==> config.mk <==
export PLATFORM = sky130hd
export DESIGN_NAME = store_write_buffer_flat
export DESIGN_NICKNAME = d
export VERILOG_FILES = /design/src/rtl/store_write_buffer_if.sv /design/src/rtl/store_write_buffer.sv /design/src/flat_wrapper.sv
export SDC_FILE = /design/constraint.sdc
export NUM_CORES = 1
export LEC_CHECK = 0
export ABC_AREA = 1
export BUFFER_PORTS_ARGS = -buffer_cell sky130_fd_sc_hd__buf_2
export CAP_MARGIN = 10
export CORE_MARGIN = 4
export CORE_UTILIZATION = 50
export CTS_CLUSTER_DIAMETER = 120
export CTS_CLUSTER_SIZE = 30
export DETAILED_ROUTE_END_ITERATION = 16
export PLACE_DENSITY = 0.69
export SLEW_MARGIN = 25
export SYNTH_ARGS = -nofsm -noshare
export SYNTH_HDL_FRONTEND = slang
export SYNTH_SLANG_ARGS = --single-unit
==> constraint.sdc <==
create_clock -name CLK -period 4.4 [get_ports CLK]
set_clock_uncertainty 0.05 [all_clocks]
set_input_delay 0.44 -clock CLK [delete_from_list [all_inputs] [get_ports CLK]]
set_output_delay 0.44 -clock CLK [all_outputs]
set_load 0.005 [all_outputs]
==> src/rtl/store_write_buffer_if.sv <==
// Processor-side and memory-side signals of the posted-store buffer.
// The buffer connects through slave; the core/memory environment through master.
interface store_write_buffer_if #(
    parameter int ADDR_W = 32,
    parameter int DATA_W = 32
);
    logic              cpu_we;
    logic              cpu_re;
    logic [ADDR_W-1:0] cpu_addr;
    logic [DATA_W-1:0] cpu_wdata;
    logic [DATA_W-1:0] cpu_rdata;
    logic              cpu_stall;
    logic              mem_we;
    logic [ADDR_W-1:0] mem_addr;
    logic [DATA_W-1:0] mem_wdata;
    logic [DATA_W-1:0] mem_rdata;

    modport slave (
        input  cpu_we, cpu_re, cpu_addr, cpu_wdata, mem_rdata,
        output cpu_rdata, cpu_stall, mem_we, mem_addr, mem_wdata
    );

    modport master (
        output cpu_we, cpu_re, cpu_addr, cpu_wdata, mem_rdata,
        input  cpu_rdata, cpu_stall, mem_we, mem_addr, mem_wdata
    );
endinterface

==> src/rtl/store_write_buffer.sv <==
// Posted-store FIFO: stores retire one per cycle, loads own the port and forward hits.
// Optional STORE_BUF_COALESCE_EN merges a store into the youngest entry of the same word.
module store_write_buffer #(
    parameter int DEPTH  = 4,
    parameter int ADDR_W = 32,
    parameter int DATA_W = 32
) (
    input  logic                   CLK,
    input  logic                   reset,
    store_write_buffer_if.slave    bus,
    output logic                   empty,
    output logic [$clog2(DEPTH):0] count
);
    localparam int PTR_W = $clog2(DEPTH);
    localparam int CNT_W = PTR_W + 1;

    logic [ADDR_W-1:0] addr_q [DEPTH];
    logic [DATA_W-1:0] data_q [DEPTH];
    logic [PTR_W-1:0]  head;
    logic [PTR_W-1:0]  tail;
    logic [PTR_W-1:0]  youngest;
    logic              full;
    logic              hit;
    logic [DATA_W-1:0] fwd;
    logic              claim;
    logic              drain;
    logic              coal;
    logic              enq;

    assign full     = (count == CNT_W'(DEPTH));
    assign empty    = (count == '0);
    assign youngest = tail - PTR_W'(1);

    // Oldest to youngest, so the last match seen is the youngest one.
    always_comb begin
        logic [PTR_W-1:0] idx;
        hit = 1'b0;
        fwd = '0;
        idx = head;
        for (int k = 0; k < DEPTH; k++) begin
            idx = head + PTR_W'(k);
            if (CNT_W'(k) < count &&
                addr_q[idx][ADDR_W-1:2] == bus.cpu_addr[ADDR_W-1:2]) begin
                hit = 1'b1;
                fwd = data_q[idx];
            end
        end
    end

    // A combined we/re request still claims the port, so it never drains.
    assign claim = bus.cpu_re && (bus.cpu_we || !hit);
    assign drain = !empty && !claim;

`ifdef STORE_BUF_COALESCE_EN
    assign coal = bus.cpu_we && !empty &&
                  addr_q[youngest][ADDR_W-1:2] == bus.cpu_addr[ADDR_W-1:2] &&
                  !(count == CNT_W'(1) && drain);
`else
    assign coal = 1'b0;
`endif

    assign enq           = bus.cpu_we && !full && !coal;
    assign bus.cpu_stall = bus.cpu_we && full && !coal;
    assign bus.mem_we    = drain;
    assign bus.mem_addr  = (claim || empty) ? bus.cpu_addr : addr_q[head];
    assign bus.mem_wdata = data_q[head];
    assign bus.cpu_rdata = hit ? fwd : bus.mem_rdata;

    always_ff @(posedge CLK or posedge reset) begin
        if (reset) begin
            head  <= '0;
            tail  <= '0;
            count <= '0;
        end else begin
            if (enq)
                tail <= tail + PTR_W'(1);
            if (drain)
                head <= head + PTR_W'(1);
            count <= count + CNT_W'(enq) - CNT_W'(drain);
        end
    end

    // Payload needs no reset: validity is carried by head/count.
    always_ff @(posedge CLK) begin
        if (enq) begin
            addr_q[tail] <= bus.cpu_addr;
            data_q[tail] <= bus.cpu_wdata;
        end
        if (coal)
            data_q[youngest] <= bus.cpu_wdata;
    end
endmodule

==> src/flat_wrapper.sv <==
// flat-port wrapper written by rule: the top's interface ports become plain ports
module store_write_buffer_flat 
#(
    parameter int DEPTH  = 4,
    parameter int ADDR_W = 32,
    parameter int DATA_W = 32
)
  (CLK, reset, empty, count, bus_cpu_we, bus_cpu_re, bus_cpu_addr, bus_cpu_wdata, bus_mem_rdata, bus_cpu_rdata, bus_cpu_stall, bus_mem_we, bus_mem_addr, bus_mem_wdata);
  store_write_buffer_if #(.ADDR_W(ADDR_W), .DATA_W(DATA_W)) bus_i ();
  input  logic CLK;
  input  logic reset;
  output logic empty;
  output logic [$clog2(DEPTH):0] count;
  input wire logic [$bits(bus_i.cpu_we)-1:0] bus_cpu_we;
  input wire logic [$bits(bus_i.cpu_re)-1:0] bus_cpu_re;
  input wire logic [$bits(bus_i.cpu_addr)-1:0] bus_cpu_addr;
  input wire logic [$bits(bus_i.cpu_wdata)-1:0] bus_cpu_wdata;
  input wire logic [$bits(bus_i.mem_rdata)-1:0] bus_mem_rdata;
  output wire logic [$bits(bus_i.cpu_rdata)-1:0] bus_cpu_rdata;
  output wire logic [$bits(bus_i.cpu_stall)-1:0] bus_cpu_stall;
  output wire logic [$bits(bus_i.mem_we)-1:0] bus_mem_we;
  output wire logic [$bits(bus_i.mem_addr)-1:0] bus_mem_addr;
  output wire logic [$bits(bus_i.mem_wdata)-1:0] bus_mem_wdata;
  assign bus_i.cpu_we = bus_cpu_we;
  assign bus_i.cpu_re = bus_cpu_re;
  assign bus_i.cpu_addr = bus_cpu_addr;
  assign bus_i.cpu_wdata = bus_cpu_wdata;
  assign bus_i.mem_rdata = bus_mem_rdata;
  assign bus_cpu_rdata = bus_i.cpu_rdata;
  assign bus_cpu_stall = bus_i.cpu_stall;
  assign bus_mem_we = bus_i.mem_we;
  assign bus_mem_addr = bus_i.mem_addr;
  assign bus_mem_wdata = bus_i.mem_wdata;
  store_write_buffer #(.DEPTH(DEPTH), .ADDR_W(ADDR_W), .DATA_W(DATA_W)) u_core (.CLK(CLK), .reset(reset), .bus(bus_i), .empty(empty), .count(count));
endmodule
==> run summary <==
The synthesized design contains 256 enable-type register cells. The tools report the max-slew violation count as 0. In this run the vertical extent of the chip is 204.5 µm. TritonCTS built the clock tree.

The largest stage delay on the critical path is 0.53 ns, and the number of nets produced by synthesis is 2966. The tools report the number of hold-slack violations in the final timing report as 0. The signal on the critical path passes through clkinv_8 -> buf_12 -> clkbuf_16 -> nand2_1 -> nand3_1 -> nand3_1 -> nand2_1 -> nor2_1 -> nand2_1 -> nor2_1 -> nand2_1 -> nor2_2 -> buf_8 -> inv_2 -> buf_4 -> nand3_1 -> nand2_1 -> nand2_1 -> nand2_1 -> nand2_1 -> buf_2. The total setup violations reported at the end of the flow came out at 0. In the final routed layout, each cell accounts on average for 18.87 µm. The die area is 41820 µm², and the flip-flop and latch count after synthesis is 263.

The total area of multi-input combinational cells is 9868 µm². The run gives 109 as the pin count of the biggest net entering global routing. Of all nets on the critical path, the largest fanout is 28. The count of clock tree sinks came out at 263. The run gives 0.01074 µW as the static leakage. For this configuration, the core starts out at a cell density of 51.02%.

The die width is 204.5 µm, and the final design area excluding fillers is 21740 µm². Synthesis produced a netlist whose cell count is 2857. The critical path contains buffers and inverters numbering 7 combined.

nand2_1 is the most common cell in the netlist. The setup TNS is 0 ns, and the average footprint of a synthesized cell is 6.758 µm². The design draws 14710 µW. In the routed design, unresolved DRC markers number 0.

The count of buffers inserted at the top-level ports was 201. The maximum vdd drop is 0.0006288 V, and the worst slew slack as a fraction of its limit is 44.50%. In this run the cell area measured after placement is 20660 µm².

By count the netlist is led by nand2_1 (1292), nand3_1 (405), edfxtp_1 (256), inv_1 (229), o21ai_0 (184). For this design the ratio of total power to cell area is 676.5 nW/µm². Of all cell types, the one taking the most synthesized area is edfxtp_1. The tools report the number of vias in the routed layout as 19990. Counting along the longest clock path gives a buffer depth of 3. For the arrival time of the worst setup path, the log shows 3.80 ns.

Sequential cells were found to cover 40.72% of the synthesized design area. Yosys mapped the design onto 31 distinct sky130hd cell types. The maximum level of the CTS H-tree is 1. The latest clock arrival within the worst-skew pair was 0.53 ns; the share of the cycle needed by the critical path after routing was 97.57%.

Counting the buffers created by CTS gives 13. Synthesis-to-finish area growth: 12.61%. The minimum clock period after layout is 4.293 ns. In this run the biggest area consumer among cell types represents 39.81% of the synthesized area.

Cells with a size suffix above 1 make up 10.83% of the layout. Number of warning messages in the yosys log: 0. Global routing consumed, over all layers together, 29.48% of the routing resources. The tools report the endpoint class of the critical path as an output pin. The critical path is of the flip-flop to output pin type. On the critical path, the stage with the largest delay is an instance of dfrtp_4.

The flow ran to the end, and the final reports show no timing, DRC or antenna violations. The kind of start point of the critical path is a flip-flop. Sorting the synthesized cells by area gives the leading types as edfxtp_1 (40%), nand2_1 (25%), nand3_1 (10%), o21ai_0 (4.8%), inv_1 (4.5%). Broken down by cell family, the worst path's largest delay share belongs to simple AND/OR/NAND/NOR gates. The top-level port count is 202. The core region is 37840 µm². The via count of the first global-routing pass is 18240, and the footprint of the flip-flops and latches is 7870 µm². The count of nets left with antenna violations once routing finished came out at 0. The worst hold-check path type was primary input to flip-flop. The most used flip-flop cell after synthesis is edfxtp_1.

For this block, the routed nets add up to 66.31 mm of wire. The maximum clock frequency is 0.2329 GHz. The dominant cell type by count on the critical path is nand2_1. The violation count after the first detailed-routing iteration was 2291; the clock input transition at the sequential cells of the worst setup and hold paths was 0.12 ns.

The tools report the root buffer cell as clkbuf_16. The share of flip-flops with an asynchronous set or reset is 2.662%. For the pin with the worst max-slew slack, the measured transition is 0.8306 ns. The detailed-placement wirelength estimate was 43.36 mm. Row generation in the floorplan step produced 71 rows. The synthesized netlist occupies a cell area of 19310 µm². The logs give 3 for the number of antenna violations at the first check in global routing and 3578 for the number of inserted filler cells in the final layout.

For this run, the number of standard cells in the final layout without fillers is 3515. The logs give 57.46% for the core utilization of the finished layout and 9 for the number of search-and-repair iterations in the first detailed-routing pass. STA puts the critical path data required time at 3.91 ns. The total global routing overflow is 0. The first global-routing pass estimated 98.55 mm of wire. The logs give 0 for the max-capacitance violation count and 1.013 for the global placer's final weighted congestion. The tools report the cell count after placement as 3454.

Final layout net count: 3106. After detailed routing, the number of vias per cell comes to 5.688.
## per-stage QoR
| stage | hold WS [ns] | setup slack (ns) |
|---|---|---|
| 2_1_floorplan | 0.1934 | 0.4747 |
| 3_3_place_gp | 0.4075 | 0.2568 |
| 3_5_place_dp | 0.4050 | 0.1835 |
| 4_1_cts | 0.06527 | 0.0005813 |
| 5_1_grt | 0.07379 | -0.02558 |
| 6_report | 0.08314 | 0.1070 |
## kinds of logic after synthesis
group / synth area share (%)
compound gates: 6.312
xor+xnor: 0.2268
fa+ha+maj: 0.6221
buf+inv: 8.677
flops: 40.72
mux: 3.836
simple gates: 39.61
## report_power, final
part | switching, µW | total (µW) | internal (µW)
Clock | 846 | 1410 | 565
Sequential | 258 | 3580 | 3320
Combinational | 6540 | 9720 | 3180
## area by class of cell
type,count,share of cell area [%]
well taps,511,2.940
flip-flops and latches,263,36.20
multi-input cells,2203,45.38
clock buffers,14,1.513
clock inverters,4,0.2187
repair buffers,280,9.558
inverters,236,4.143
diodes,4,0.04604
## sequential cells by signal (all words and copies together) (netlist names)
register,count
u_core.head,2
u_core.addr_q,128
u_core.count,3
u_core.tail,2
u_core.data_q,128
## layer usage
metal	vias up	global-route usage [%]	wire [µm]
met4	0	8.615	1957
met5	-	0	0
li1	9547	-	-
met1	9331	41.95	27760
met3	108	3.704	6578
met2	1007	47.60	30010
## cell usage in the layout, fill, tap and decap left out, drive strengths merged
cell type / synthesis / final
a21oi: 12 / 12
and2: 1 / 1
buf: 90 / 270
bufbuf: 0 / 1
clkbuf: 66 / 22
clkinv: 1 / 5
dfrtp: 7 / 7
diode: 0 / 4
dlygate4sd3: 0 / 1
edfxtp: 256 / 256
fa: 1 / 1
ha: 8 / 8
inv: 235 / 235
mux2i: 74 / 74
nand2: 1296 / 1297
nand3: 405 / 405
nand3b: 1 / 1
nand4: 7 / 7
nor2: 167 / 167
nor3: 5 / 5
nor3b: 1 / 1
nor4: 1 / 1
o211ai: 27 / 27
o21ai: 191 / 191
xnor2: 1 / 1
xor2: 4 / 4
## what timing repair did
item | CTS | global route
pin swaps | 1 | 2
hold endpoints to repair | 7 | 0
hold buffers | 1 | 0
gates resized for setup | 16 | 25
setup endpoints to repair | 64 | 67
cloned | 2 | 8
buffers inserted | 4 | 24
## path summary, 6_finish.rpt
check                                           start                        endpoint  slack (ns)  depth (start not counted)
setup / recovery           u_core.head[0]$_DFFE_PP0N_                bus_cpu_rdata[7]        0.11                         21
hold / removal                      bus_cpu_wdata[15]  u_core.data_q[0][15]$_DFFE_PP_        0.08                          1
setup reg to reg           u_core.head[0]$_DFFE_PP0N_       u_core.count[2]$_DFF_PP0_        0.42                         21
hold reg to reg            u_core.tail[1]$_DFFE_PP0P_      u_core.tail[1]$_DFFE_PP0P_        0.60                          2
max in group asynchronous                       reset      u_core.head[0]$_DFFE_PP0N_        3.52                          3
min in group asynchronous                       reset      u_core.head[1]$_DFFE_PP0N_        0.41                          3
(Power assumes the default switching activity.)
